File: src/rtl/rv32i_pkg.sv
// Shared RV32I core types and constants; this slice holds the retirement-monitor additions.
package rv32i_pkg;

  localparam int unsigned XLEN = 32;

  localparam logic [XLEN-1:0] INSTR_NOP    = 32'h0000_0013;
  localparam logic [XLEN-1:0] INSTR_ECALL  = 32'h0000_0073;
  localparam logic [XLEN-1:0] INSTR_EBREAK = 32'h0010_0073;

  typedef enum logic [1:0] {
    MON_RUN    = 2'd0,
    MON_DRAIN  = 2'd1,
    MON_HALTED = 2'd2
  } mon_state_e;

  typedef enum logic [2:0] {
    HALT_NONE   = 3'd0,
    HALT_ECALL  = 3'd1,
    HALT_EBREAK = 3'd2,
    HALT_MAXCYC = 3'd3,
    HALT_WDOG   = 3'd4
  } halt_cause_e;

  // A slot carries real work unless it is the all-zero flush value or a canonical NOP.
  function automatic logic instr_is_real(input logic [XLEN-1:0] instr);
    return (instr != '0) && (instr != INSTR_NOP);
  endfunction

endpackage

File: src/rtl/perf_sat_counter.sv
// Saturating statistic counter: adds 0..3 per enabled cycle and sticks at all-ones.
module perf_sat_counter #(
  parameter int unsigned W = 32
) (
  input  logic         clk,
  input  logic         clr,
  input  logic         en,
  input  logic [1:0]   inc,
  output logic [W-1:0] cnt
);

  localparam int unsigned SUM_W = W + 1;

  logic [W:0] sum;

  assign sum = {1'b0, cnt} + SUM_W'(inc);

  // Synchronous clear has priority; a carry out means the counter pins at its maximum.
  always_ff @(posedge clk) begin
    if (clr) begin
      cnt <= '0;
    end else if (en) begin
      cnt <= sum[W] ? '1 : sum[W-1:0];
    end
  end

endmodule

File: src/rtl/pipe_perf_monitor.sv
// Retirement monitor for the dual-issue core: statistics plus ECALL/EBREAK, cycle-budget
// and (optional) watchdog halt detection with a drain window before halt_req.
// Optional feature macro: PERF_MON_WDOG_EN enables the no-retire watchdog.
module pipe_perf_monitor
  import rv32i_pkg::*;
#(
  parameter int unsigned CNT_W        = 32,
  parameter int unsigned DRAIN_CYCLES = 2,
  parameter int unsigned WDOG_CYCLES  = 64
) (
  input  logic             clk,
  input  logic             rst,
  input  logic [CNT_W-1:0] max_cycles,
  input  logic [31:0]      instr_e,
  input  logic [31:0]      instr_e1,
  input  logic             bubble_ex,
  input  logic             stall,
  input  logic             br_taken0,
  input  logic             br_taken1,
  input  logic             fwd_rs1,
  input  logic             fwd_rs2,
  output mon_state_e       state,
  output logic             halt_req,
  output halt_cause_e      halt_cause,
  output logic [CNT_W-1:0] cycles,
  output logic [CNT_W-1:0] retired0,
  output logic [CNT_W-1:0] retired1,
  output logic [CNT_W-1:0] dual_cnt,
  output logic [CNT_W-1:0] stall_cnt,
  output logic [CNT_W-1:0] br_cnt,
  output logic [CNT_W-1:0] fwd_cnt
);

  localparam int unsigned DRAIN_W = (DRAIN_CYCLES > 1) ? $clog2(DRAIN_CYCLES) : 1;
  localparam logic [DRAIN_W-1:0] DRAIN_LOAD =
    (DRAIN_CYCLES == 0) ? '0 : DRAIN_W'(DRAIN_CYCLES - 1);

  mon_state_e         state_nxt;
  halt_cause_e        cause_nxt;
  logic [DRAIN_W-1:0] drain_cnt;
  logic [DRAIN_W-1:0] drain_nxt;

  logic             run;
  logic             vld0;
  logic             vld1;
  logic             sys_hit;
  halt_cause_e      sys_cause;
  logic [CNT_W-1:0] cyc_post;
  logic             max_hit;
  logic             wdog_hit;

  assign run  = (state == MON_RUN);
  assign vld0 = !bubble_ex && instr_is_real(instr_e);
  assign vld1 = instr_is_real(instr_e1);

  // System-instruction decode; slot 0 is older in program order so it wins.
  always_comb begin
    sys_hit   = 1'b0;
    sys_cause = HALT_NONE;
    if (vld0 && (instr_e == INSTR_ECALL)) begin
      sys_hit   = 1'b1;
      sys_cause = HALT_ECALL;
    end else if (vld0 && (instr_e == INSTR_EBREAK)) begin
      sys_hit   = 1'b1;
      sys_cause = HALT_EBREAK;
    end else if (vld1 && (instr_e1 == INSTR_ECALL)) begin
      sys_hit   = 1'b1;
      sys_cause = HALT_ECALL;
    end else if (vld1 && (instr_e1 == INSTR_EBREAK)) begin
      sys_hit   = 1'b1;
      sys_cause = HALT_EBREAK;
    end
  end

  // Budget compares against the cycle count this cycle will leave behind.
  assign cyc_post = (&cycles) ? cycles : cycles + CNT_W'(1);
  assign max_hit  = (max_cycles != '0) && (cyc_post == max_cycles);

`ifdef PERF_MON_WDOG_EN
  localparam int unsigned WDOG_W = $clog2(WDOG_CYCLES + 1);

  logic [WDOG_W-1:0] wdog_cnt;
  logic [WDOG_W-1:0] wdog_nxt;

  assign wdog_nxt = (vld0 || vld1) ? '0 : wdog_cnt + WDOG_W'(1);
  assign wdog_hit = (wdog_nxt == WDOG_W'(WDOG_CYCLES));

  // Consecutive no-retire RUN cycles; frozen once the monitor leaves RUN.
  always_ff @(posedge clk) begin
    if (rst) begin
      wdog_cnt <= '0;
    end else if (run) begin
      wdog_cnt <= wdog_nxt;
    end
  end
`else
  assign wdog_hit = 1'b0;
`endif

  // Next-state and cause selection; precedence is system, then budget, then watchdog.
  always_comb begin
    state_nxt = state;
    cause_nxt = halt_cause;
    drain_nxt = drain_cnt;
    unique case (state)
      MON_RUN: begin
        if (sys_hit) begin
          cause_nxt = sys_cause;
          if (DRAIN_CYCLES == 0) begin
            state_nxt = MON_HALTED;
          end else begin
            state_nxt = MON_DRAIN;
            drain_nxt = DRAIN_LOAD;
          end
        end else if (max_hit) begin
          cause_nxt = HALT_MAXCYC;
          state_nxt = MON_HALTED;
        end else if (wdog_hit) begin
          cause_nxt = HALT_WDOG;
          state_nxt = MON_HALTED;
        end
      end
      MON_DRAIN: begin
        if (drain_cnt == '0) begin
          state_nxt = MON_HALTED;
        end else begin
          drain_nxt = drain_cnt - DRAIN_W'(1);
        end
      end
      MON_HALTED: begin
        state_nxt = MON_HALTED;
      end
      default: begin
        state_nxt = MON_RUN;
      end
    endcase
  end

  // State, cause, drain timer and the level halt request.
  always_ff @(posedge clk) begin
    if (rst) begin
      state      <= MON_RUN;
      halt_cause <= HALT_NONE;
      drain_cnt  <= '0;
      halt_req   <= 1'b0;
    end else begin
      state      <= state_nxt;
      halt_cause <= cause_nxt;
      drain_cnt  <= drain_nxt;
      halt_req   <= (state_nxt == MON_HALTED);
    end
  end

  // Statistics: all advance only while in RUN, including the halting cycle itself.
  perf_sat_counter #(.W(CNT_W)) u_cycles (
    .clk(clk), .clr(rst), .en(run), .inc(2'd1), .cnt(cycles)
  );
  perf_sat_counter #(.W(CNT_W)) u_retired0 (
    .clk(clk), .clr(rst), .en(run), .inc({1'b0, vld0}), .cnt(retired0)
  );
  perf_sat_counter #(.W(CNT_W)) u_retired1 (
    .clk(clk), .clr(rst), .en(run), .inc({1'b0, vld1}), .cnt(retired1)
  );
  perf_sat_counter #(.W(CNT_W)) u_dual (
    .clk(clk), .clr(rst), .en(run), .inc({1'b0, vld0 && vld1}), .cnt(dual_cnt)
  );
  perf_sat_counter #(.W(CNT_W)) u_stall (
    .clk(clk), .clr(rst), .en(run), .inc({1'b0, stall}), .cnt(stall_cnt)
  );
  perf_sat_counter #(.W(CNT_W)) u_br (
    .clk(clk), .clr(rst), .en(run), .inc(2'(br_taken0) + 2'(br_taken1)), .cnt(br_cnt)
  );
  perf_sat_counter #(.W(CNT_W)) u_fwd (
    .clk(clk), .clr(rst), .en(run), .inc(2'(fwd_rs1) + 2'(fwd_rs2)), .cnt(fwd_cnt)
  );

endmodule

File: config.mk
export PLATFORM = sky130hd
export DESIGN_NAME = pipe_perf_monitor
export DESIGN_NICKNAME = d
export VERILOG_FILES = /design/src/rtl/rv32i_pkg.sv /design/src/rtl/perf_sat_counter.sv /design/src/rtl/pipe_perf_monitor.sv
export SDC_FILE = /design/constraint.sdc
export NUM_CORES = 1
export LEC_CHECK = 0
export BUFFER_PORTS_ARGS = -buffer_cell sky130_fd_sc_hd__buf_4
export CAP_MARGIN = 20
export CORE_UTILIZATION = 40
export CTS_BUF_LIST = sky130_fd_sc_hd__clkbuf_4 sky130_fd_sc_hd__clkbuf_8
export CTS_CLUSTER_SIZE = 16
export DETAILED_ROUTE_END_ITERATION = 10
export GPL_TIMING_DRIVEN = 0
export PLACE_DENSITY = 0.66
export SYNTH_ARGS = -nofsm -noshare
export SYNTH_HDL_FRONTEND = slang
export SYNTH_SLANG_ARGS = --single-unit
File: constraint.sdc
create_clock -name clk -period 6 [get_ports clk]
set_clock_uncertainty 0.1 [all_clocks]
set_input_delay 1.2 -clock clk [delete_from_list [all_inputs] [get_ports clk]]
set_output_delay 1.2 -clock clk [all_outputs]
set_load 0.02 [all_outputs]
==> results.yml, run 1 <==
logic_synthesis:
  yosys_register_bits: 230
  yosysWarnings: 0
  synth_edf_count: 0
  netlist_instances: 1488
  syn_nets: 1606
  syn_area_per_cell_um2: 8.185
  synth_flop_cell: "dfxtp_1"
  seq_area_frac_synth_pct: 37.81
  async_reset_ff_share_pct: 0
  syn_area_mm2: 0.01218
  synth_cell_types: 75
clock_network:
  path_clk_slew_ns: 0.06
  worstSkewPairLatency_ns: 0.57
  cts-root-buf: "clkbuf_8"
  cts.sinks: 230
  cts_buffer_depth: 3
  cts_resized: 0
  post_cts_buffers: 0
  htreeDepth: 2
  cts_buffers: 43
  cts_tree: "done"
  cts_hold_buf: 0
worst_setup_path:
  critPathLaunchType: "register"
  cp-startpoint: "u_cycles.cnt[0]$_SDFFE_PP0P_"
  reg2reg_from: "u_cycles.cnt[0]$_SDFFE_PP0P_"
  worstSetupEndpointType: "register"
  crit_arrival_ns: 5.19
  ff2ff_setup_slack_ns: 1.20
  cp_max_fo: 10
  crit_required_ns: 6.39
  worst-setup-path-type: "register to register"
  rr_endpoint: "halt_cause[0]$_SDFFE_PP0P_"
  r2r_cells: 16
floorplanning:
  coreArea_mm2: 0.02980
  start_util_pct: 40.88
  die_h_um: 176.5
  boundaryPins: 334
  rows: 63
  die_area_mm2: 0.03115
  die_w_um: 176.5
sta:
  maxSlewViolCount: 0
  final-setup-viol-count: 0
  clock.fmax_mhz: 208.5
  slew_headroom_pct: 29.47
  finalCritPeriodShare_pct: 79.92
  layout_setup_ws_ns: 1.205
  period_needed_ns: 4.795
  rsz0062_at_grt: "false"
  tightest_slew_ns: 1.058
  setup_tns_ns: 0
  hold_violations: 0
power:
  powerDensity_mw_per_mm2: 214.5
  max-vdd-ir-drop_v: 0.0001544
  power_w: 0.003456
  p_leak_nw: 6.302
placement:
  portBuffers: 331
  dp_hpwl_mm: 32.21
  finalWeightedCongestion: 0.9885
  dp_slack_ns: 1.072
grt:
  antenna_found_initial: 0
  grt_pass1_vias: 12020
  grt_overflow: 0
  grt_pass1_wl_mm: 66.45
  grt_max_degree: 12
  grtUsageTotal_pct: 26.94
routing:
  vias: 12760
  routed_wl_mm: 43.42
  vias_per_cell: 5.579
  postRouteAntennaNets: 0
  dr.pass1.iters: 5
  initialDrtViolationCount: 848
  drc: 0
  routedWlPerCell_um: 18.99
cells_and_area:
  nFillCells: 2934
  fin_nets: 1982
  drive_gt1_share_pct: 24.25
  antenna_cells: 0
  post-route-util_pct: 54.07
  areaGrowthSynthToFinish_pct: 32.28
min_path:
  min-delay-start: "halt_cause[0]$_SDFFE_PP0P_"
  hold_class: "register to register"
  min_path_cells: 2
  hold_path_end: "halt_cause[0]$_SDFFE_PP0P_"
run_status:
  status: "finished, final reports clean"
flow_run:
  max_cap_violations: 0
## cells in the mapped netlist, drive strengths merged (33+ instances only)
master,count,area [um2]
xnor2,66,578.1
nand4,60,390.4
clkbuf,50,190.2
inv,33,123.9
nor3,58,316.6
dfxtp,230,4604
nor4,41,286.5
a21oi,184,920.9
nor2,126,473.0
xor2,115,1007
nand2,122,462.9
and3,35,220.2
nand3,93,470.5
## cells in the final DEF (no fill, tap or decap), types with 6 or more instances in the layout
cell type and count:
buf_1 7, nand2b_1 9, or3_1 6, nor3_1 54, inv_1 32, buf_4 337
clkbuf_8 59, nor2b_1 8, clkbuf_1 48, nand4_1 59, dfxtp_1 230, buf_2 14
a311oi_1 22, nor3b_1 6, and4_1 19, nor4_1 39, clkbuf_4 8, mux2i_1 18
nor2_1 126, o21ai_0 27, and3_1 34, ha_1 12, a31oi_1 11, xnor2_1 66
xor2_1 115, nand3_1 92, and2_1 11, nand2_1 120, or2_2 7, a21oi_1 184
clkinv_2 8, a211oi_1 20
## report_power, final
| group | total, W | leakage, nW | internal [W] | switching (W) |
|---|---|---|---|---|
| Sequential | 0.00156 | 1.86 | 0.00154 | 0.0000150 |
| Clock | 0.00167 | 0.511 | 0.000970 | 0.000699 |
| Combinational | 0.000230 | 3.94 | 0.000103 | 0.000127 |
| Total | 0.00346 | 6.30 | 0.00261 | 0.000842 |
## cell families (layout without fill, tap and decap cells)
kind of cell    after synthesis  after routing  synth area share [%]
simple gates                612            612                 26.17
compound gates              320            320                 16.02
flops                       230            230                 37.81
xor+xnor                    181            181                 13.02
buf+inv                     112            521                 3.924
mux                          18             18                 1.479
fa+ha+maj                    14             14                 1.562
other cells                   1              1               0.03079
## worst max-delay path: stages, from the launching register on
cell      delay [ns]
dfxtp_1         0.49
ha_1            0.35
and4_1          0.32
nand4_4         0.23
nor3_4          0.39
inv_2           0.19
buf_1           0.31
ha_1            0.41
xor2_1          0.17
a211oi_1        0.24
o221a_2         0.22
o211ai_1        0.09
nor3_1          0.23
nand4_1         0.13
or4_4           0.49
o21ai_4         0.17
mux2i_1         0.18
## per-layer routing
layer	wire length, um	GRT usage [%]	vias up
li1	-	-	6159
met1	19030	35.24	6039
met2	20050	43.91	471
met3	2908	5.017	91
met4	1433	9.950	0
met5	0	0	-
## per-stage QoR
stage               cells  hold slack, ns  area [um2]
global route         2287          0.4016       16110
global placement     2209          0.3659       15150
detailed placement   2209          0.3719       15150
finish               2287          0.3760       16110
floorplan            1488          0.3874       12180
CTS                  2287          0.3826       16110
## state kept, by name (all words and copies together) (netlist names)
| signal | cells |
|---|---|
| u_dual.cnt | 32 |
| drain_cnt | 1 |
| u_retired1.cnt | 32 |
| u_stall.cnt | 32 |
| u_fwd.cnt | 32 |
| u_cycles.cnt | 32 |
| state | 2 |
| halt_req | 1 |
| u_retired0.cnt | 32 |
| u_br.cnt | 32 |
| halt_cause | 2 |
## final cells by class
type / count / area, um2 / area share (%)
multi-input cells: 1146 / 7097 / 44.05
clock inverters: 11 / 86.33 / 0.5359
repair buffers: 331 / 2485 / 15.42
well taps: 390 / 488.0 / 3.029
plain buffers: 79 / 354.1 / 2.198
clock buffers: 67 / 872.1 / 5.413
flip-flops and latches: 230 / 4604 / 28.58
inverters: 33 / 123.9 / 0.7689
## how the worst max path moves through the flow
| stage | cells after the start | endpoint | slack (ns) |
|---|---|---|---|
| after CTS | 16 | halt_cause[0]$_SDFFE_PP0P_ | 1.26 |
| after detailed placement | 16 | u_dual.cnt[21]$_SDFFE_PP0P_ | 1.07 |
| after global routing | 16 | halt_cause[0]$_SDFFE_PP0P_ | 0.98 |
| after global placement | 16 | u_dual.cnt[23]$_SDFFE_PP0P_ | 1.06 |
| final | 16 | halt_cause[0]$_SDFFE_PP0P_ | 1.20 |
| after floorplan | 15 | u_dual.cnt[10]$_SDFFE_PP0P_ | 1.95 |
(Power assumes the default switching activity.)
==> run 2, diff against run 1 <==
PLACE_DENSITY = 0.68   (was 0.66)
clock period = 4 ns   (was 6 ns; I/O delays follow)
==> run 2 against run 1 <==
- fmax rose by 26%
- final cell count rose by 0.79%
- die area did not move
- cell area rose by 1.7%
- core utilization rose by 0.94 points
- hold slack improved by 0.0046 ns
- critical endpoint is now halt_cause[1]$_SDFFE_PP0P_
- via count rose by 1.1%
==> results.yml, run 2 (synthesized netlist as in run 1, its figures left out) <==
placement:
  portBuffers: 331
  finalWeightedCongestion: 0.9661
  dp_slack_ns: -0.9410
  dp_hpwl_mm: 32.54
  postPlaceCellArea_mm2: 0.01515
min_path:
  hold_path_end: "halt_cause[1]$_SDFFE_PP0P_"
  hold_class: "register to register"
  min-delay-start: "halt_cause[1]$_SDFFE_PP0P_"
  min_path_cells: 2
worst_setup_path:
  cp_max_fo: 5
  rr_endpoint: "halt_cause[1]$_SDFFE_PP0P_"
  r2r_cells: 15
  worstSetupEndpointType: "register"
  reg2reg_from: "u_cycles.cnt[1]$_SDFFE_PP0P_"
  crit_required_ns: 4.35
  ff2ff_setup_slack_ns: 0.19
  worst-setup-path-type: "register to register"
  crit_arrival_ns: 4.16
  critPathLaunchType: "register"
clock_network:
  cts_hold_buf: 0
  cts_buffer_depth: 3
  cts.sinks: 230
  cts-root-buf: "clkbuf_8"
  htreeDepth: 2
  cts_buffers: 42
  cts_tree: "done"
  worstSkewPairLatency_ns: 0.54
  path_clk_slew_ns: 0.06
power:
  p_leak_nw: 6.429
  max-vdd-ir-drop_v: 0.0002605
  powerDensity_mw_per_mm2: 309.8
floorplanning:
  rows: 63
  coreArea_mm2: 0.02980
  die_h_um: 176.5
  start_util_pct: 40.88
  die_area_mm2: 0.03115
  boundaryPins: 334
  die_w_um: 176.5
routing:
  dr.pass1.iters: 6
  vias_per_cell: 5.598
  initialDrtViolationCount: 890
  routedWlPerCell_um: 19.09
  postRouteAntennaNets: 0
  vias: 12900
  drc: 0
  routed_wl_mm: 44.01
cells_and_area:
  final_area_mm2: 0.01639
  fin_nets: 2003
  post-route-util_pct: 55.01
  antenna_cells: 0
  layout_commonest_cell: "buf_4"
  drive_gt1_share_pct: 26.48
  areaGrowthSynthToFinish_pct: 34.57
  nFillCells: 2863
  final_cell_mix: "buf_4, dfxtp_1, a21oi_1, nor2_1, nand2_1"
sta:
  layout_setup_ws_ns: 0.1909
  fin_hold_ws_ns: 0.3806
  rsz0062_at_grt: "false"
  finalCritPeriodShare_pct: 95.23
  hold_violations: 0
  maxSlewViolCount: 0
  final-setup-viol-count: 0
  period_needed_ns: 3.809
  tightest_slew_ns: 1.069
  clock.fmax_mhz: 262.5
  slew_headroom_pct: 28.72
grt:
  grt_pass1_wl_mm: 67.96
  grt_max_degree: 11
  top_usage_layer: "met2"
  antenna_found_initial: 0
  grtUsageMet3_pct: 5.362
  globalRouteMet1Util_pct: 35.09
  grt_util_met2_pct: 45.56
  grt_overflow: 0
  grt_pass1_vias: 12290
  grtUsageTotal_pct: 27.43
run_status:
  status: "finished, final reports clean"
flow_run:
  max_cap_violations: 0
run 2: cell types whose count changed in the layout (fill, tap and decap cells not counted), moves of 2 or more:
cell	change
buf_4	+26
dfxtp_1	-18
dfxtp_2	+14
buf_2	-10
clkbuf_4	+7
buf_6	+6
clkinv_2	-4
dfxtp_4	+4
and4_1	-3
and4_4	+3
clkbuf_2	-2
clkbuf_8	-2
ha_1	-2
ha_4	+2
run 2: critical path, stage by stage, from the launching register on:
cell and delay (ns):
dfxtp_4 0.38, ha_4 0.16, and4_4 0.25, nand4_4 0.13, nor3_4 0.32, clkinv_4 0.13
ha_4 0.23, xor2_1 0.16, a211oi_2 0.29, o221a_2 0.24, o211ai_1 0.08, nor3_1 0.15
nand4_1 0.11, or4_4 0.59, o21ai_4 0.20, mux2i_1 0.19
run 2: per-stage QoR:
| stage | std cells | TNS, ns | power (W) |
|---|---|---|---|
| finish | 2305 | 0 | 0.005077 |
| global route | 2305 | 0 | 0.005261 |
| CTS | 2285 | 0 | 0.005124 |
| detailed placement | 2209 | -19.07 | 0.002730 |
| global placement | 2209 | -16.78 | 0.002725 |
| floorplan | 1488 | 0 | 0.002533 |
run 2: final cells by class:
cell class	instances	area (um2)	share of cell area [%]
plain buffers	77	399.1	2.435
clock buffers	68	867.1	5.290
flip-flops and latches	230	4637	28.29
multi-input cells	1146	7169	43.74
well taps	390	488.0	2.977
repair buffers	355	2665	16.26
inverters	33	128.9	0.7863
clock inverters	6	35.03	0.2138
run 2: worst max-delay path by stage:
| stage | start | cells after the start | endpoint |
|---|---|---|---|
| finish | u_cycles.cnt[1]$_SDFFE_PP0P_ | 15 | halt_cause[1]$_SDFFE_PP0P_ |
| global route | instr_e1[4] | 17 | u_dual.cnt[10]$_SDFFE_PP0P_ |
| CTS | u_cycles.cnt[16]$_SDFFE_PP0P_ | 17 | halt_cause[1]$_SDFFE_PP0P_ |
| detailed placement | u_cycles.cnt[0]$_SDFFE_PP0P_ | 16 | halt_cause[1]$_SDFFE_PP0P_ |
| global placement | u_cycles.cnt[0]$_SDFFE_PP0P_ | 16 | halt_cause[1]$_SDFFE_PP0P_ |
| floorplan | u_cycles.cnt[1]$_SDFFE_PP0P_ | 16 | halt_cause[0]$_SDFFE_PP0P_ |
run 2: power breakdown:
group | switching (W) | internal (W) | leakage [nW]
Sequential | 0.0000222 | 0.00231 | 1.87
Combinational | 0.000198 | 0.000163 | 4.09
Clock | 0.00102 | 0.00137 | 0.476
Total | 0.00123 | 0.00384 | 6.43
run 2: per-layer routing:
layer	part of all wire, %	wire [um]
met1	42	18650
met5	0	0
met2	47	20620
met4	3.5	1526
met3	7.3	3209
run 2: what timing repair did:
action / in CTS / in global routing
setup buffers: 3 / 21
gates resized for setup: 23 / 45
setup endpoints to repair: 6 / 48
cloned: 0 / 0
pin swaps: 3 / 8
==> run 3, diff against run 2 <==
ABC_AREA = 1   (was unset)
MAX_ROUTING_LAYER = met4   (was unset)
PLACE_DENSITY = 0.67   (was 0.68)
==> run 3 against run 2 <==
- fmax is 3.7% higher
- largest cell class unchanged
- count of clock-buffer cells in the layout is 3 lower
- critical endpoint is now u_dual.cnt[22]$_SDFFE_PP0P_
- critical path type is now primary input to register
- core utilization is 2.2 points lower
==> results.yml, run 3 <==
run_status:
  status: "finished, final reports clean"
cells_and_area:
  post-route-util_pct: 52.80
  fin_nets: 2473
  areaGrowthSynthToFinish_pct: 29.08
  regArea_mm2: 0.004604
  nFillCells: 3342
  drive_gt1_share_pct: 20.86
  layout_commonest_cell: "nand2_1"
  final_cell_mix: "nand2_1, buf_4, inv_1, dfxtp_1, nor2_1"
  multi_input_area_mm2: 0.007537
routing:
  vias: 14720
  initialDrtViolationCount: 851
  routedWlPerCell_um: 16.92
  vias_per_cell: 5.209
  drc: 0
  postRouteAntennaNets: 0
  dr.pass1.iters: 5
  routed_wl_mm: 47.79
logic_synthesis:
  synth_top_area_cell: "dfxtp_1"
  synth_top_area_share_pct: 34.42
  netlist_top_cells_count: "nand2_1, inv_1, dfxtp_1"
  synth_edf_count: 0
  synth_cell_types: 54
  synthMostInstantiatedCell: "nand2_1"
  syn_nets: 2096
  seq_area_frac_synth_pct: 34.42
  netlist_instances: 1978
  async_reset_ff_share_pct: 0
  synth_flop_cell: "dfxtp_1"
  yosysWarnings: 0
  syn_area_per_cell_um2: 6.763
  yosys_register_bits: 230
  syn_area_mm2: 0.01338
  synth_area_leaders: "dfxtp_1, nand2_1, inv_1"
floorplanning:
  coreArea_mm2: 0.03270
  start_util_pct: 40.91
  die_w_um: 184.9
  boundaryPins: 334
  die_h_um: 184.9
  die_area_mm2: 0.03418
  rows: 66
power:
  powerDensity_mw_per_mm2: 287.6
  p_leak_nw: 7.230
  max-vdd-ir-drop_v: 0.0001772
sta:
  clock.fmax_mhz: 272.2
  tightest_slew_ns: 0.9762
  maxSlewViolCount: 0
  slew_headroom_pct: 34.92
  rsz0062_at_grt: "false"
  final-setup-viol-count: 0
  setup_tns_ns: 0
  period_needed_ns: 3.674
  finalCritPeriodShare_pct: 91.84
  hold_violations: 0
worst_setup_path:
  crit_required_ns: 4.34
  critPathLaunchType: "primary input"
  slowest_stage: "a31oi_1"
  cpMostUsedCell: "nor2_1"
  cp_max_fo: 5
  slowest_delay_ns: 0.38
  crit_arrival_ns: 4.02
  worstSetupEndpointType: "register"
  crit_path_cell_trace: "buf_4 > nor2_1 > nor3b_1 > nand3b_1 > nor2_1 > a31oi_1 > inv_1 > nor2_1 > ha_1 > ha_1 > nand3_1 > nor2_1 > nand4_1 > nor2_2 > nand2_1 > nor3_1 > xnor2_1 > nand2_1 > nand2_1 > inv_1"
  worst-setup-path-type: "primary input to register"
grt:
  grtUsageTotal_pct: 28.34
  grt_overflow: 0
  grt_pass1_vias: 13810
  grt_pass1_wl_mm: 73.91
  antenna_found_initial: 1
  grt_max_degree: 11
min_path:
  hold_class: "register to register"
clock_network:
  cts_buffer_depth: 3
  path_clk_slew_ns: 0.06
  worstSkewPairLatency_ns: 0.55
  cts-root-buf: "clkbuf_8"
  cts_tree: "done"
  cts_hold_buf: 0
  cts.sinks: 230
  cts_buffers: 43
  htreeDepth: 2
flow_run:
  max_cap_violations: 0
placement:
  dp_hpwl_mm: 36.88
  portBuffers: 332
  finalWeightedCongestion: 0.9610
run 3: changes by cell type in the layout (fill, tap and decap cells not counted), moves of 22 or more:
cell,change
nand2_1,+283
inv_1,+222
nor2_1,+82
o21ai_0,+51
nand3_1,+36
xor2_1,-32
and3_1,-31
buf_4,-29
a311oi_1,-22
run 3: final timing paths:
kind	from	endpoint	slack, ns	cells past startpoint
worst max register to register	u_cycles.cnt[1]$_SDFFE_PP0P_	halt_cause[1]$_SDFFE_PP0P_	0.53	20
worst min-delay path	drain_cnt$_SDFFE_PP0P_	state[0]$_SDFF_PP0_	0.39	2
worst min register to register	drain_cnt$_SDFFE_PP0P_	state[0]$_SDFF_PP0_	0.39	2
worst max-delay path	instr_e[28]	u_dual.cnt[22]$_SDFFE_PP0P_	0.33	20
run 3: kinds of logic (layout without fill, tap and decap cells):
| family | count (synthesis) | in the layout | synth area share (%) |
|---|---|---|---|
| buffers and inverters | 317 | 721 | 9.307 |
| DFF | 230 | 230 | 34.42 |
| and+or+nand+nor | 978 | 978 | 33.81 |
| xor gates and xnor gates | 128 | 128 | 8.381 |
| AOI/OAI and AO/OA | 310 | 310 | 12.63 |
| adders and majority gates | 14 | 14 | 1.422 |
| other | 1 | 2 | 0.02803 |
run 3: per-layer routing:
layer / part of all wire, % / wire (um) / global-route usage (%)
met2: 47 / 22380 / 46.44
met5: 0 / 0 / -
met3: 7.3 / 3509 / 5.230
met1: 43 / 20330 / 34.77
met4: 3.3 / 1576 / 9.917
run 3: what timing repair did:
| item | 4_1_cts | 5_1_grt |
|---|---|---|
| resized for setup | 0 | 3 |
| buffers inserted | 0 | 0 |
| endpoints found under the setup margin | 0 | 18 |
run 3: cell type report:
type	instances	share of cell area [%]
Antenna cell	1	0.01449
Buffer	54	1.493
Clock buffer	65	4.601
Clock inverter	7	0.2174
Inverter	263	5.717
Multi-Input combinational cell	1431	43.65
Sequential cell	230	26.67
Tap cell	442	3.203
Timing Repair Buffer	332	14.43
run 3: through the flow:
| stage | area, um2 | setup slack (ns) | instances | hold WS (ns) | total power [W] |
|---|---|---|---|---|---|
| 2_1_floorplan | 13380 | 0.7134 | 1978 | 0.3645 | 0.002545 |
| 3_3_place_gp | 16420 | -0.2585 | 2752 | 0.3703 | 0.002735 |
| 3_5_place_dp | 16420 | -0.3239 | 2752 | 0.3812 | 0.002738 |
| 4_1_cts | 17250 | 0.2581 | 2824 | 0.3917 | 0.005014 |
| 5_1_grt | 17270 | 0.03268 | 2825 | 0.4018 | 0.005157 |
| 6_report | 17270 | 0.3263 | 2825 | 0.3882 | 0.004966 |
run 3: where the power goes:
| part | leakage (nW) | switching, W | internal, W | total [W] |
|---|---|---|---|---|
| clock network | 0.450 | 0.00102 | 0.00126 | 0.00228 |
| registers | 1.86 | 0.0000295 | 0.00231 | 0.00234 |
| logic | 4.93 | 0.000195 | 0.000153 | 0.000348 |
| total | 7.23 | 0.00124 | 0.00372 | 0.00497 |
run 3: critical path: cells and delay by family:
kind | cells | cell delay, ns
AOI/OAI and AO/OA | 1 | 0.38
and+or+nand+nor | 13 | 2.08
xor gates and xnor gates | 1 | 0.15
buffers and inverters | 3 | 0.22
adders and majority gates | 2 | 0.38
